## src/rtl/alu_pkg.sv

```systemverilog
// Shared widths, FSM state encoding and command payload for the ALU command sequencer.
package alu_pkg;

  localparam int unsigned DATA_W = 8;
  localparam int unsigned MODE_W = 3;
  localparam int unsigned RES_W  = 2 * DATA_W;

  typedef enum logic [1:0] {
    ST_IDLE  = 2'd0,
    ST_ISSUE = 2'd1,
    ST_HOLD  = 2'd2
  } state_e;

  typedef struct packed {
    logic [DATA_W-1:0] a;
    logic [DATA_W-1:0] b;
    logic [MODE_W-1:0] mode;
  } cmd_t;

endpackage

```

## src/rtl/alu_cmd_sequencer_if.sv

```systemverilog
// Command, ALU-facing and result signals of the sequencer; master = producer/ALU/consumer side.
interface alu_cmd_sequencer_if #(
  parameter int unsigned DEPTH = 4
);
  import alu_pkg::*;

  localparam int unsigned CNT_W = $clog2(DEPTH + 1);

  logic              cmd_valid;
  logic              cmd_ready;
  logic [DATA_W-1:0] cmd_a;
  logic [DATA_W-1:0] cmd_b;
  logic [MODE_W-1:0] cmd_mode;
  logic [DATA_W-1:0] alu_a;
  logic [DATA_W-1:0] alu_b;
  logic [MODE_W-1:0] alu_mode;
  logic [RES_W-1:0]  alu_result;
  logic              res_valid;
  logic              res_ready;
  logic [RES_W-1:0]  res_data;
  logic [MODE_W-1:0] res_mode;
  logic [CNT_W-1:0]  count;

  modport master (
    output cmd_valid, cmd_a, cmd_b, cmd_mode, alu_result, res_ready,
    input  cmd_ready, alu_a, alu_b, alu_mode, res_valid, res_data, res_mode, count
  );

  modport slave (
    input  cmd_valid, cmd_a, cmd_b, cmd_mode, alu_result, res_ready,
    output cmd_ready, alu_a, alu_b, alu_mode, res_valid, res_data, res_mode, count
  );

endinterface

```

## src/rtl/alu_cmd_fifo.sv

```systemverilog
// Synchronous command FIFO; pointers wrap modulo DEPTH, no same-edge bypass from push to pop.
module alu_cmd_fifo
  import alu_pkg::*;
#(
  parameter int unsigned DEPTH = 4
) (
  input  logic                         clk,
  input  logic                         rst_n,
  input  logic                         push,
  input  cmd_t                         din,
  input  logic                         pop,
  output cmd_t                         dout,
  output logic [$clog2(DEPTH+1)-1:0]   count,
  output logic                         full,
  output logic                         empty
);

  localparam int unsigned PTR_W = $clog2(DEPTH);
  localparam int unsigned CNT_W = $clog2(DEPTH + 1);

  cmd_t             mem_q [DEPTH];
  cmd_t             mem_d [DEPTH];
  logic [PTR_W-1:0] wr_ptr_q, wr_ptr_d;
  logic [PTR_W-1:0] rd_ptr_q, rd_ptr_d;
  logic [CNT_W-1:0] count_q, count_d;
  logic             push_ok_c, pop_ok_c;

  assign full      = (count_q == CNT_W'(DEPTH));
  assign empty     = (count_q == '0);
  assign count     = count_q;
  assign dout      = mem_q[rd_ptr_q];
  assign push_ok_c = push & ~full;
  assign pop_ok_c  = pop & ~empty;

  // Pointer and occupancy update
  always_comb begin
    wr_ptr_d = wr_ptr_q;
    rd_ptr_d = rd_ptr_q;
    count_d  = count_q;
    for (int i = 0; i < int'(DEPTH); i++) mem_d[i] = mem_q[i];
    if (push_ok_c) begin
      mem_d[wr_ptr_q] = din;
      wr_ptr_d        = wr_ptr_q + PTR_W'(1);
    end
    if (pop_ok_c) rd_ptr_d = rd_ptr_q + PTR_W'(1);
    case ({push_ok_c, pop_ok_c})
      2'b10:   count_d = count_q + CNT_W'(1);
      2'b01:   count_d = count_q - CNT_W'(1);
      default: count_d = count_q;
    endcase
  end

  always_ff @(posedge clk) begin
    if (!rst_n) begin
      wr_ptr_q <= '0;
      rd_ptr_q <= '0;
      count_q  <= '0;
    end else begin
      wr_ptr_q <= wr_ptr_d;
      rd_ptr_q <= rd_ptr_d;
      count_q  <= count_d;
    end
  end

  // Storage needs no reset: occupancy gates every read
  always_ff @(posedge clk) begin
    for (int i = 0; i < int'(DEPTH); i++) mem_q[i] <= mem_d[i];
  end

endmodule

```

## src/rtl/alu_cmd_sequencer.sv

```systemverilog
// Issue stage for the 8-bit ALU: queues commands, drives registered operands, captures results.
// Optional ALU_CMD_BYPASS_EN: a command into an idle, empty sequencer skips the FIFO.
module alu_cmd_sequencer
  import alu_pkg::*;
#(
  parameter int unsigned DEPTH = 4
) (
  input  logic               clk,
  input  logic               rst_n,
  alu_cmd_sequencer_if.slave bus
);

  localparam int unsigned CNT_W = $clog2(DEPTH + 1);

  state_e            state_q, state_d;
  logic [DATA_W-1:0] alu_a_q, alu_a_d;
  logic [DATA_W-1:0] alu_b_q, alu_b_d;
  logic [MODE_W-1:0] alu_mode_q, alu_mode_d;
  logic              res_valid_q, res_valid_d;
  logic [RES_W-1:0]  res_data_q, res_data_d;
  logic [MODE_W-1:0] res_mode_q, res_mode_d;

  cmd_t              cmd_in_c;
  cmd_t              fifo_dout;
  logic [CNT_W-1:0]  fifo_count;
  logic              fifo_full, fifo_empty;
  logic              push_c, fifo_push_c, pop_c, bypass_c, res_hs_c;

  assign cmd_in_c     = '{a: bus.cmd_a, b: bus.cmd_b, mode: bus.cmd_mode};
  assign bus.cmd_ready = rst_n & ~fifo_full;
  assign push_c       = bus.cmd_valid & bus.cmd_ready;
  assign res_hs_c     = res_valid_q & bus.res_ready;

`ifdef ALU_CMD_BYPASS_EN
  assign bypass_c = (state_q == ST_IDLE) & fifo_empty & push_c;
`else
  assign bypass_c = 1'b0;
`endif

  assign fifo_push_c = push_c & ~bypass_c;
  assign pop_c       = ((state_q == ST_IDLE) | ((state_q == ST_HOLD) & res_hs_c)) & ~fifo_empty;

  alu_cmd_fifo #(.DEPTH(DEPTH)) u_fifo (
    .clk   (clk),
    .rst_n (rst_n),
    .push  (fifo_push_c),
    .din   (cmd_in_c),
    .pop   (pop_c),
    .dout  (fifo_dout),
    .count (fifo_count),
    .full  (fifo_full),
    .empty (fifo_empty)
  );

  always_ff @(posedge clk) begin
    if (!rst_n) state_q <= ST_IDLE;
    else        state_q <= state_d;
  end

  // ISSUE is a single settle cycle for the ALU; HOLD waits for the consumer
  always_comb begin
    state_d = state_q;
    case (state_q)
      ST_IDLE:  if (!fifo_empty || bypass_c) state_d = ST_ISSUE;
      ST_ISSUE: state_d = ST_HOLD;
      ST_HOLD:  if (res_hs_c) state_d = fifo_empty ? ST_IDLE : ST_ISSUE;
      default:  state_d = ST_IDLE;
    endcase
  end

  always_comb begin
    alu_a_d     = alu_a_q;
    alu_b_d     = alu_b_q;
    alu_mode_d  = alu_mode_q;
    res_valid_d = res_valid_q;
    res_data_d  = res_data_q;
    res_mode_d  = res_mode_q;
    if (pop_c) begin
      alu_a_d    = fifo_dout.a;
      alu_b_d    = fifo_dout.b;
      alu_mode_d = fifo_dout.mode;
    end else if (bypass_c) begin
      alu_a_d    = bus.cmd_a;
      alu_b_d    = bus.cmd_b;
      alu_mode_d = bus.cmd_mode;
    end
    if (state_q == ST_ISSUE) begin
      res_data_d  = bus.alu_result;
      res_mode_d  = alu_mode_q;
      res_valid_d = 1'b1;
    end else if (res_hs_c) begin
      res_valid_d = 1'b0;
    end
  end

  always_ff @(posedge clk) begin
    if (!rst_n) begin
      alu_a_q     <= '0;
      alu_b_q     <= '0;
      alu_mode_q  <= '0;
      res_valid_q <= 1'b0;
      res_data_q  <= '0;
      res_mode_q  <= '0;
    end else begin
      alu_a_q     <= alu_a_d;
      alu_b_q     <= alu_b_d;
      alu_mode_q  <= alu_mode_d;
      res_valid_q <= res_valid_d;
      res_data_q  <= res_data_d;
      res_mode_q  <= res_mode_d;
    end
  end

  assign bus.alu_a     = alu_a_q;
  assign bus.alu_b     = alu_b_q;
  assign bus.alu_mode  = alu_mode_q;
  assign bus.res_valid = res_valid_q;
  assign bus.res_data  = res_data_q;
  assign bus.res_mode  = res_mode_q;
  assign bus.count     = fifo_count;

endmodule

```

## src/flat_wrapper.sv

```systemverilog
// flat-port wrapper written by rule: the top's interface ports become plain ports
module alu_cmd_sequencer_flat import alu_pkg::*;
#(
  parameter int unsigned DEPTH = 4
)
  (clk, rst_n, bus_cmd_valid, bus_cmd_a, bus_cmd_b, bus_cmd_mode, bus_alu_result, bus_res_ready, bus_cmd_ready, bus_alu_a, bus_alu_b, bus_alu_mode, bus_res_valid, bus_res_data, bus_res_mode, bus_count);
  alu_cmd_sequencer_if #(.DEPTH(DEPTH)) bus_i ();
  input  logic clk;
  input  logic rst_n;
  input wire logic [$bits(bus_i.cmd_valid)-1:0] bus_cmd_valid;
  input wire logic [$bits(bus_i.cmd_a)-1:0] bus_cmd_a;
  input wire logic [$bits(bus_i.cmd_b)-1:0] bus_cmd_b;
  input wire logic [$bits(bus_i.cmd_mode)-1:0] bus_cmd_mode;
  input wire logic [$bits(bus_i.alu_result)-1:0] bus_alu_result;
  input wire logic [$bits(bus_i.res_ready)-1:0] bus_res_ready;
  output wire logic [$bits(bus_i.cmd_ready)-1:0] bus_cmd_ready;
  output wire logic [$bits(bus_i.alu_a)-1:0] bus_alu_a;
  output wire logic [$bits(bus_i.alu_b)-1:0] bus_alu_b;
  output wire logic [$bits(bus_i.alu_mode)-1:0] bus_alu_mode;
  output wire logic [$bits(bus_i.res_valid)-1:0] bus_res_valid;
  output wire logic [$bits(bus_i.res_data)-1:0] bus_res_data;
  output wire logic [$bits(bus_i.res_mode)-1:0] bus_res_mode;
  output wire logic [$bits(bus_i.count)-1:0] bus_count;
  assign bus_i.cmd_valid = bus_cmd_valid;
  assign bus_i.cmd_a = bus_cmd_a;
  assign bus_i.cmd_b = bus_cmd_b;
  assign bus_i.cmd_mode = bus_cmd_mode;
  assign bus_i.alu_result = bus_alu_result;
  assign bus_i.res_ready = bus_res_ready;
  assign bus_cmd_ready = bus_i.cmd_ready;
  assign bus_alu_a = bus_i.alu_a;
  assign bus_alu_b = bus_i.alu_b;
  assign bus_alu_mode = bus_i.alu_mode;
  assign bus_res_valid = bus_i.res_valid;
  assign bus_res_data = bus_i.res_data;
  assign bus_res_mode = bus_i.res_mode;
  assign bus_count = bus_i.count;
  alu_cmd_sequencer #(.DEPTH(DEPTH)) u_core (.clk(clk), .rst_n(rst_n), .bus(bus_i));
endmodule
```

## config.mk

```make
export PLATFORM = sky130hd
export DESIGN_NAME = alu_cmd_sequencer_flat
export DESIGN_NICKNAME = d
export VERILOG_FILES = /design/src/rtl/alu_pkg.sv /design/src/rtl/alu_cmd_sequencer_if.sv /design/src/rtl/alu_cmd_fifo.sv /design/src/rtl/alu_cmd_sequencer.sv /design/src/flat_wrapper.sv
export SDC_FILE = /design/constraint.sdc
export NUM_CORES = 1
export LEC_CHECK = 0
export BUFFER_PORTS_ARGS = -buffer_cell sky130_fd_sc_hd__buf_2
export CAP_MARGIN = 20
export CORE_ASPECT_RATIO = 1.2
export CORE_MARGIN = 4
export CORE_UTILIZATION = 55
export CTS_CLUSTER_SIZE = 16
export DETAILED_ROUTE_END_ITERATION = 7
export GPL_TIMING_DRIVEN = 1
export PLACE_DENSITY = 0.78
export SLEW_MARGIN = 0
export SYNTH_ARGS = -nofsm -noshare
export SYNTH_HDL_FRONTEND = slang
export SYNTH_SLANG_ARGS = --single-unit
```

## constraint.sdc

```tcl
create_clock -name clk -period 5.75 [get_ports clk]
set_input_delay 1.15 -clock clk [delete_from_list [all_inputs] [get_ports clk]]
set_output_delay 1.15 -clock clk [all_outputs]
set_load 0.01 [all_outputs]
```

### Word level (Yosys, flattened, before mapping)

Memories as Yosys holds them, arrays and structs flattened. A register that Yosys moved wholly into a read port is not among the register bits.
Cells that the tools add are included.

| operators by class | value |
|---|---|
| mux-type cells | 11 |
| magnitude comparators | 2 |
| reductions and logical operators | 7 |
| add/sub/neg operators | 4 |
| equal/unequal tests | 7 |
| bitwise gates (word level) | 11 |

Operators by type and width:

| kind | number |
|---|---|
| bitwise mux 76 bit | 1 |
| 2-to-1 mux 76 bit | 1 |
| demux 19 bit (select 2 bit) | 1 |
| 2-to-1 mux 19 bit | 1 |
| AND 1 bit | 7 |
| one-hot mux 2 bit (3 select lines) | 1 |
| one-hot mux 3 bit (2 select lines) | 1 |
| adder 2 x 1 -> 2 bit, second input constant | 2 |
| equality test 2 x 1 -> 1 bit, second input constant | 2 |
| equality test 2 bit, second input constant | 2 |
| 2-to-1 mux 2 bit | 2 |
| nonzero test 2 bit | 2 |
| adder 3 x 1 -> 3 bit, second input constant | 1 |
| equality test 3 bit, second input constant | 1 |
| >= comparator 3 bit, second input constant | 1 |
| zero test 3 bit | 1 |
| < comparator 3 x 1 -> 1 bit, second input constant | 1 |
| 2-to-1 mux 1 bit | 3 |
| inverter 2 -> 3 bit | 1 |
| subtractor 3 x 1 -> 3 bit, second input constant | 1 |
| zero test 2 bit | 1 |
| != test 2 x 1 -> 1 bit, second input constant | 1 |
| != test 2 bit, second input constant | 1 |
| inverter 1 bit | 2 |
| other kinds (4) | 4 |

| word-level totals | value |
|---|---|
| input port bits | 39 |
| RAM bits | 76 |
| logic and storage cells | 50 |
| memories | 1 |
| register bits after elaboration | 29 |

Memories:

| name | depth | bits a word | read ports | clocked after memory_dff | wr ports | RTL line | source |
|---|---|---|---|---|---|---|---|
| u_core.u_fifo.mem_q | 4 | 19 | 5 | 1 | 4 | alu_cmd_fifo.sv:21 | `cmd_t mem_q [DEPTH];` |

### Depth between registers and ports, before layout

Gate-level depths: netlist (run 1).

| logic depth | value |
|---|---|
| depth after elaboration | 7 |
| depth in mapped cells | 9 |
| depth with buffers taken out | 9 |

### Cells and area by module

From an unflattened synthesis (run 1), not the netlist that was laid out.

| second synthesis, totals | value |
|---|---|
| cells, all modules | 332 |
| area total of the unflattened synthesis | 4860.9 µm² |

Modules (own cells, without submodules):

| module | cells an instance | instances | sequential area each (µm²) | area each (µm²) |
|---|---|---|---|---|
| alu_cmd_fifo | 153 | 1 | 2462.4 | 3245.6 |
| alu_cmd_sequencer | 179 | 1 | 820.8 | 1615.3 |

### Least setup slack after synthesis (run 1)

No wires, ideal clock.

| timing path | value |
|---|---|
| path type | input-to-output |
| start | input rst_n |
| end | output bus_cmd_ready |
| path buffers | 3 |
| cell stages on the path | 4 |
| data arrival time | 1945 ps |
| path slack | 2655 ps |
| data required time | 4600 ps |
| cells stage by stage | buf_2 > buf_2 > clkbuf_1 > o31a_1 |

| on the way | value |
|---|---|
| cells in the longest elaborated chain, start to end | 1 |

Ends and longest elaborated chain:

| element | RTL line | source |
|---|---|---|
| from (decl) | flat_wrapper.sv:9 | `input logic rst_n;` |
| AND 1 bit | alu_cmd_sequencer.sv:30 | `assign bus.cmd_ready = rst_n & ~fifo_full;` |
| to (decl) | flat_wrapper.sv:16 | `output wire logic [$bits(bus_i.cmd_ready)-1:0] bus_cmd_ready;` |

No other way between the ends.

### Final worst setup path (run 1)

Ends and elaborated chain as after synthesis.

==> results of run 1 <==
where the power goes:
group	leakage, nW	switching [mW]	internal [mW]
Clock	0.265	0.378	0.616
Combinational	0.878	0.360	0.300
Sequential	1.08	0.116	1.09
worst reg2reg max path, stage by stage (launching register included):
cell and delay (ns):
dfxtp_1 0.35, a21boi_2 0.75, nor3_2 0.15, ha_1 0.26, inv_1 0.08, fa_1 0.17
xor2_1 0.08, or3_1 0.30, a21boi_0 0.15
stage by stage:
stage,utilization (%),setup slack (ns),power [mW],instances
final,68.2,2.38,2.86,523
after global routing,68.2,2.27,3.01,523
after CTS,68.2,2.36,2.89,523
after detailed placement,61.6,2.18,1.89,491
after global placement,61.5,2.25,1.86,490
after floorplan,-,2.65,1.68,313
cell families after synthesis:
kind of cell    count (synthesis)  synth area share [%]
fa+ha+maj                       6                  1.72
mux                            23                  9.88
simple gates                   60                  5.72
buf+inv                        33                  3.25
xor+xnor                        2                 0.364
compound gates                 65                  11.7
flops                         124                  67.4
cells in the final DEF (no fill, tap or decap), types with 4 or more instances in the layout:
master	count
clkinv_4	4
clkbuf_16	16
a21boi_0	21
dfxtp_1	48
ha_1	5
a31o_1	17
clkinvlp_4	4
buf_4	5
o311a_1	20
and2_1	7
mux4_2	17
inv_1	8
nand2b_1	4
mux2i_1	4
edfxtp_1	76
nand2_1	44
buf_2	81
worst paths after layout:
check | start | endpoint | slack (ns) | cells past startpoint
max reg2reg | u_core.state_q[1] | u_core.u_fifo.count[2] | 3.39 | 8
max | rst_n | bus_cmd_ready | 2.38 | 4
min reg2reg | u_core.bus.res_data[5] | u_core.bus.res_data[5] | 0.46 | 2
min | u_core.bus.res_data[5] | u_core.bus.res_data[5] | 0.46 | 2
sequential cells by signal, indices dropped and copies added (netlist names), 2 cells and up:
register                cells
u_core.u_fifo.mem_q        76
u_core.bus.res_data        16
u_core.bus.alu_a            8
u_core.bus.alu_b            8
u_core.bus.alu_mode         3
u_core.bus.res_mode         3
u_core.u_fifo.count         3
u_core.state_q              2
u_core.u_fifo.rd_ptr_q      2
u_core.u_fifo.wr_ptr_q      2
layer usage:
metal  vias up  track usage (%)  routed length, µm
met3        15             4.90                499
met4         0             7.62                187
met1      1399             23.1               3650
met5         -                0                  0
li1       1359                -                  -
met2        87             29.5               4460
layout make-up:
class	instances	area [µm²]	area share, %
clock buffers	18	418	7.15
clock inverters	14	148	2.53
inverters	8	30.0	0.514
multi-input cells	156	1420	24.2
flip-flops and latches	124	3240	55.5
well taps	117	146	2.51
repair buffers	86	443	7.58
==> results_dict.tcl, run 1 <==
set metrics [dict create \
    cts-buffers-inserted 17 \
    cp.arrival_ns 2.22 \
    cts-hold-fix-buffers 0 \
    synthCells 313 \
    max_slew_margin_pct 33.9 \
    cts_sinks 124 \
    syn_to_final_growth_pct 21.4 \
    drive_gt1_share_pct 34.0 \
    cts_resized 0 \
    cp_cell_sequence "buf_2 > buf_4 > o31a_1 > buf_2" \
    cp-end-kind "output pin" \
    grt.total_usage_pct 18.2 \
    antenna_cells 0 \
    fin_area_mm2 0.00584 \
    ys_ff_latch 124 \
    die_h_um 110 \
    synth.top_cells.by_count "76 x edfxtp_1, 48 x dfxtp_1, 44 x nand2_1" \
    clk_pin_slew_ns 0.06 \
    cap_violations 0 \
    yosys.area.top_type_share_pct 47.4 \
    gp_congestion 0.707 \
    first_global_vias 2845 \
    antenna_found_initial 0 \
    tightest_slew_ns 0.992 \
    yosysSeqAreaShare_pct 67.4 \
    drtIter0Drc 101 \
    cp_slowest_stage_delay_ns 0.47 \
    fin_nets 438 \
    floorplan.initialDensity_pct 56.2 \
    ys.warnings.count 0 \
    setup_tns_ns 0 \
    chipWidth_um 93.4 \
    min_period_ns 3.37 \
    clock_skew_ns 0.00656 \
    cts_root_buffer "clkbuf_8" \
    row_count 37 \
    crit_top_cell "buf_2" \
    powerDensity_mw_per_mm2 490 \
    cts_buffer_depth 2 \
    finalSetupViolations 0 \
    synthesis.area_mm2 0.00481 \
    htree_levels 4 \
    async_flop_share_pct 0 \
    io_pins 82 \
    synth_fp_nets 358 \
    ir_drop_v 0.000288 \
    slowest_stage "buf_4" \
    portBuffers 81 \
    grt-ovfl-total 0 \
    required_ns 4.60 \
    antenna_left 0 \
    grt_max_degree 51 \
    synth_area_per_cell_um2 15.4 \
    n_fill_cell 584 \
    post_cts_buffers 0 \
    start_kind "primary input" \
    p_leak_nw 2.23 \
    worst-path-buf-inv 3 \
    rsz0062_at_grt "false" \
    path_max_fanout 50 \
    grt_pass1_wl_um 14400 \
    yosys-top-cells-area "edfxtp_1 47%, dfxtp_1 20%, mux4_2 8.0%" \
    outcome "finished, final reports clean" \
    synth_edf_count 76 \
    yosysMostFrequentCell "edfxtp_1" \
    synthFlopType "edfxtp_1" \
    wirelength_um 8800 \
    firstDrtPassIters 4 \
    cts_tree "yes" \
    worst_hold_slack_ns 0.456 \
    dpl-instance-area_mm2 0.00528 \
    hold_path_class "reg2reg" \
    fmax_mhz 296 \
    vias 2860 \
    yosysUniqueCellTypes 30 \
    drc 0 \
    finalHoldViolCount 0 \
    viasPerCell 5.47 \
    finalCritPeriodShare_pct 58.7 \
    critPathTopFamily "buffers and inverters" \
    die_area_mm2 0.0103 \
    hpwlAfterDp_um 5760 \
    fp.coreArea_mm2 0.00856 \
    slew_violations 0 \
    wl_per_cell_um 16.8 \
    yosysTopAreaCell "edfxtp_1" \
    crit_type "in2out" \
    clock_latency_ns 0.50 \
]
Power figures use the tool's default switching activity.
==> run 2, diff against run 1 <==
--- a/config.mk
+++ b/config.mk
@@ -9,11 +9,11 @@
 export CAP_MARGIN = 20
 export CORE_ASPECT_RATIO = 1.2
 export CORE_MARGIN = 4
-export CORE_UTILIZATION = 55
+export CORE_UTILIZATION = 50
 export CTS_CLUSTER_SIZE = 16
 export DETAILED_ROUTE_END_ITERATION = 7
 export GPL_TIMING_DRIVEN = 1
-export PLACE_DENSITY = 0.78
+export PLACE_DENSITY = 0.75
 export SLEW_MARGIN = 0
 export SYNTH_ARGS = -nofsm -noshare
 export SYNTH_HDL_FRONTEND = slang
==> constraint.sdc (replaced) <==
create_clock -name clk -period 3.1 [get_ports clk]
set_input_delay 0.62 -clock clk [delete_from_list [all_inputs] [get_ports clk]]
set_output_delay 0.62 -clock clk [all_outputs]
set_load 0.01 [all_outputs]
==> run 2 against run 1 <==
  * Worst hold slack got worse by 0.14 ns
  * Register-to-register slack got worse by 2.6 ns
  * Clock skew grew 0.0050 ns
  * First-iteration DRC count grew 22%
  * Routed wire length down 0.75%
  * Sequential power grew 82%
  * Sequential share of layout area decreased by 0.21 points
  * Flip-flop and latch count is the same
  * Via count increased by 0.49%
  * Total power rose by 81%
  * Clock power rose by 71%
  * Critical path type is now reg2reg
  * Highest routed layer unchanged
==> results_dict.tcl, run 2 (synthesis gave the netlist of run 1 again) <==
set metrics [dict create \
    slowest_stage "o311a_1" \
    cp.depth 9 \
    regArea_mm2 0.00324 \
    cts_tree "yes" \
    min_to "u_core.u_fifo.mem_q[3][8]" \
    p_leak_nw 2.26 \
    slew_violations 0 \
    cts_resized 0 \
    floorplan.initialDensity_pct 52.2 \
    cp-end-kind "register" \
    hold_path_class "in2reg" \
    finalSetupViolations 0 \
    grt_pass1_wl_um 14200 \
    multi_input_area_mm2 0.00142 \
    clock_latency_ns 0.52 \
    drtIter0Drc 123 \
    viasPerCell 5.39 \
    finalHoldViolCount 0 \
    cts-hold-fix-buffers 0 \
    min_path_cells 1 \
    tightest_slew_ns 0.993 \
    cp.arrival_ns 2.78 \
    antenna_found_initial 0 \
    post_cts_buffers 0 \
    start_kind "register" \
    largest_reg_flops 76 \
    first_global_vias 2803 \
    grt_max_degree 71 \
    crit_type "reg2reg" \
    hpwlAfterDp_um 5770 \
    cap_violations 0 \
    htree_levels 4 \
    firstDrtPassIters 4 \
    gp_congestion 0.735 \
    min_period_ns 2.33 \
    fin_nets 445 \
    clock_skew_ns 0.0115 \
    antenna_cells 0 \
    chipWidth_um 97.6 \
    final_common_cell "buf_2" \
    die_h_um 115 \
    cts_root_buffer "clkbuf_8" \
    ff2ff_path_depth 9 \
    cp_slowest_stage_delay_ns 0.45 \
    r2r_setup_slack_ns 0.77 \
    path_max_fanout 7 \
    setup_tns_ns 0 \
    portBuffers 81 \
    worst_hold_slack_ns 0.312 \
    worstReg2RegEnd "u_core.u_fifo.count[2]" \
    cp_cell_sequence "inv_1 > o311a_1 > inv_1 > ha_1 > inv_1 > fa_1 > xor2_1 > or3_1 > a21boi_0" \
    critPathTopFamily "compound AO/OA/AOI/OAI gates" \
    holdCritStartpoint "bus_cmd_b[5]" \
    required_ns 3.54 \
    rsz0062_at_grt "false" \
    ir_drop_v 0.000393 \
    drive_gt1_share_pct 35.6 \
    die_area_mm2 0.0113 \
    fp.coreArea_mm2 0.00922 \
    top_register "u_core.u_fifo.mem_q" \
    syn_to_final_growth_pct 21.8 \
    most-common-layout-cells "81 x buf_2, 76 x edfxtp_1, 48 x dfxtp_1" \
    n_fill_cell 705 \
    cts-buffers-inserted 17 \
    cts_sinks 124 \
    fmax_mhz 428 \
    clk_pin_slew_ns 0.06 \
    vias 2874 \
    r2r-start "u_core.u_fifo.count[2]" \
    antenna_left 0 \
    outcome "finished, final reports clean" \
    grt-ovfl-total 0 \
    worst-path-buf-inv 3 \
    row_count 38 \
    grt.total_usage_pct 16.7 \
    cts_buffer_depth 2 \
    drc 0 \
    wl_per_cell_um 16.4 \
    wirelength_um 8730 \
    max_slew_margin_pct 33.7 \
    finalCritPeriodShare_pct 75.3 \
    powerDensity_mw_per_mm2 885 \
    crit_top_cell "inv_1" \
    io_pins 82 \
]
run 2: where the power goes:
| group | internal, mW | switching [mW] | leakage (nW) |
|---|---|---|---|
| registers | 2.03 | 0.173 | 1.08 |
| clock network | 0.988 | 0.709 | 0.259 |
| logic | 0.581 | 0.715 | 0.916 |
| total | 3.59 | 1.60 | 2.26 |
run 2: layout make-up:
cell class	count	area share, %
Sequential cell	124	55.3
Multi-Input combinational cell	156	24.1
Timing Repair Buffer	93	8.45
Clock buffer	17	7.06
Tap cell	120	2.56
Clock inverter	15	2.01
Inverter	8	0.512
run 2: worst max-delay path by stage:
stage                             end                    from  slack [ns]
3_3_place_gp   u_core.u_fifo.count[2]           bus_res_ready        0.81
5_1_grt        u_core.u_fifo.count[2]  u_core.u_fifo.count[2]        0.62
3_5_place_dp   u_core.u_fifo.count[2]                   rst_n        0.74
6_report       u_core.u_fifo.count[2]  u_core.u_fifo.count[2]        0.77
4_1_cts        u_core.u_fifo.count[2]  u_core.u_fifo.count[2]        0.76
2_1_floorplan  u_core.u_fifo.count[2]           bus_res_ready        0.73
run 2: through the flow:
step	area, µm²	setup slack (ns)	power [mW]	utilization (%)	cells
after floorplan	4810	0.732	3.11	-	313
after global placement	5330	0.814	3.50	57.8	501
final	5870	0.766	5.19	63.6	533
after global routing	5870	0.615	5.49	63.6	533
after CTS	5870	0.760	5.26	63.6	533
after detailed placement	5330	0.739	3.54	57.8	501
run 2: layer usage:
metal,share of wire [%],global-route usage (%),wire (µm),up-vias
li1,-,-,-,1379
met1,42,20.1,3700,1391
met2,49,26.5,4300,93
met3,6.7,6.20,589,11
met4,1.6,8.77,138,0
met5,0,0,0,-
==> run 3, diff against run 2 <==
==> constraint.sdc (replaced) <==
create_clock -name clk -period 2 [get_ports clk]
set_input_delay 0.4 -clock clk [delete_from_list [all_inputs] [get_ports clk]]
set_output_delay 0.4 -clock clk [all_outputs]
set_load 0.01 [all_outputs]
==> run 3 against run 2 <==
  * Critical path depth unchanged
  * Via count increased by 1.3%
  * Clock-buffer cell count increased by 6
  * Core utilization increased by 1.4 points
  * First-iteration DRC count increased by 36%
  * Worst hold slack got worse by 0.21 ns
  * Sequential share of layout area decreased by 1.1 points
  * Fmax increased by 17%
  * Largest cell class unchanged
==> results_dict.tcl, run 3 (synthesis gave the netlist of run 1 again) <==
set metrics [dict create \
    largest_reg_flops 76 \
    p_comb_share_pct 25.9 \
    required_ns 2.43 \
    min_to "u_core.u_fifo.mem_q[3][0]" \
    antenna_cells 0 \
    switching_share_pct 28.7 \
    cts-buffers-inserted 17 \
    hpwlAfterDp_um 5960 \
    ir_drop_v 0.000790 \
    clock_latency_ns 0.51 \
    final_common_cell "buf_2" \
    syn_to_final_growth_pct 24.6 \
    powerDensity_mw_per_mm2 1440 \
    fmax_mhz 501 \
    ff2ff_path_depth 9 \
    wl_per_cell_um 18.3 \
    seqPwrFrac_pct 39.3 \
    grt-ovfl-total 0 \
    antenna_left 0 \
    p_switching_mw 2.47 \
    holdCritStartpoint "bus_cmd_mode[0]" \
    viasPerCell 5.42 \
    finalCritPeriodShare_pct 99.8 \
    n_fill_cell 682 \
    path_max_fanout 4 \
    crit_type "reg2reg" \
    p_clk_share_pct 34.8 \
    fin_area_mm2 0.00600 \
    drive_gt1_share_pct 36.5 \
    regArea_mm2 0.00325 \
    most-common-layout-cells "81 x buf_2, 76 x edfxtp_1, 44 x nand2_1, 44 x dfxtp_1, 20 x a21boi_0" \
    gp_congestion 0.807 \
    tightest_slew_ns 0.729 \
    grt_max_degree 71 \
    dpl-instance-area_mm2 0.00541 \
    start_kind "register" \
    row_count 38 \
    portBuffers 81 \
    finalPower_mw 8.62 \
    min_period_ns 2.00 \
    slew_violations 0 \
    grt.total_usage_pct 18.5 \
    cp-end-kind "register" \
    hold_path_class "in2reg" \
    die_h_um 115 \
    first_global_vias 3062 \
    io_pins 82 \
    clock_skew_ns 0.00612 \
    cts_buffer_depth 2 \
    chipWidth_um 97.6 \
    worstReg2RegEnd "u_core.u_fifo.count[2]" \
    drtIter0Drc 167 \
    max_slew_margin_pct 51.4 \
    floorplan.initialDensity_pct 52.2 \
    outcome "finished, final reports clean" \
    rsz0062_at_grt "true" \
    cts_sinks 124 \
    firstDrtPassIters 4 \
    pre_cts_ws_ns -0.120 \
    drc 0 \
    multi_input_area_mm2 0.00145 \
    grt_pass1_wl_um 15800 \
    p_leak_nw 2.31 \
    finalSetupViolations 0 \
    internal-power_mw 6.15 \
    wirelength_um 9810 \
    antenna_found_initial 1 \
    cts_root_buffer "clkbuf_8" \
    htree_levels 4 \
    fp.coreArea_mm2 0.00922 \
    vias 2911 \
    cap_violations 0 \
    r2r-start "u_core.u_fifo.count[2]" \
    cts_tree "yes" \
    min_path_cells 1 \
    finalHoldViolCount 0 \
    die_area_mm2 0.0113 \
    cp.arrival_ns 2.43 \
    top_register "u_core.u_fifo.mem_q" \
    worst_slack_ns 0.00438 \
    fin_nets 449 \
    r2r_setup_slack_ns 0.004 \
    clk_pin_slew_ns 0.05 \
]
[run 3: changes by cell type in the layout (fill, tap and decap cells not counted), moves of 2 or more]
| cell | previous run | this run |
|---|---|---|
| bufinv_16 | 0 | 4 |
| clkbuf_1 | 0 | 6 |
| dfxtp_2 | 0 | 3 |
| clkinv_1 | 0 | 3 |
| inv_2 | 0 | 3 |
| clkinv_4 | 7 | 0 |
| inv_1 | 8 | 5 |
| clkinv_2 | 3 | 1 |
| inv_6 | 3 | 0 |
| dfxtp_1 | 48 | 44 |
| buf_4 | 12 | 15 |
[run 3: critical path, stage by stage (launching register included)]
cell	delay, ns
dfxtp_4	0.36
inv_2	0.04
o311a_4	0.37
inv_2	0.07
ha_4	0.12
inv_2	0.04
fa_2	0.34
xor2_1	0.15
or3_1	0.31
a21boi_1	0.12
[run 3: how the worst max path moves through the flow]
| stage | endpoint | slack (ns) | from | depth (start not counted) |
|---|---|---|---|---|
| global route | u_core.u_fifo.count[2] | -0.07 | u_core.u_fifo.count[2] | 9 |
| detailed placement | u_core.u_fifo.count[2] | -0.12 | bus_res_ready | 9 |
| finish | u_core.u_fifo.count[2] | 0.004 | u_core.u_fifo.count[2] | 9 |
| global placement | u_core.u_fifo.count[2] | -0.05 | bus_res_ready | 9 |
| floorplan | u_core.u_fifo.count[2] | -0.008 | bus_res_ready | 9 |
| CTS | u_core.u_fifo.count[2] | -0.01 | u_core.u_fifo.count[2] | 9 |
[run 3: layout make-up]
class                   instances  share of cell area, %
inverters                       8                  0.501
clock buffers                  23                   7.28
repair buffers                 97                   8.97
clock inverters                 9                   2.40
multi-input cells             156                   24.2
well taps                     120                   2.50
flip-flops and latches        124                   54.2
[run 3: stage by stage]
| stage | util [%] | setup TNS, ns | instances | hold slack (ns) |
|---|---|---|---|---|
| after floorplan | - | -0.00836 | 313 | 0.468 |
| after global placement | 58.6 | -0.0503 | 504 | 0.449 |
| after detailed placement | 58.6 | -0.120 | 504 | 0.457 |
| after CTS | 65.0 | -0.0112 | 537 | 0.0838 |
| after global routing | 65.0 | -0.0706 | 537 | 0.0913 |
| final | 65.0 | 0 | 537 | 0.106 |
[run 3: power groups by stage]
stage	combinational, mW	sequential (mW)	clock, mW
floorplan	1.36	3.52	0
global route	2.45	3.43	3.17
finish	2.23	3.39	3.00
global placement	2.16	3.41	0
detailed placement	2.20	3.44	0
CTS	2.27	3.39	3.03
[run 3: timing repair]
item / in CTS / in global routing
setup endpoints to repair: 1 / 1
hold buffers: 0 / 0
resized for setup: 2 / 1
pin swaps: 0 / 0
buffers inserted: 1 / 0
[run 3: layer usage]
| metal | vias to the layer above | share of wire (%) | GRT usage, % |
|---|---|---|---|
| met2 | 89 | 53 | 32.7 |
| met4 | 2 | 1.4 | 7.94 |
| met1 | 1422 | 40 | 20.7 |
| met3 | 12 | 5.9 | 5.96 |
| li1 | 1386 | - | - |
| met5 | - | 0.13 | 0 |
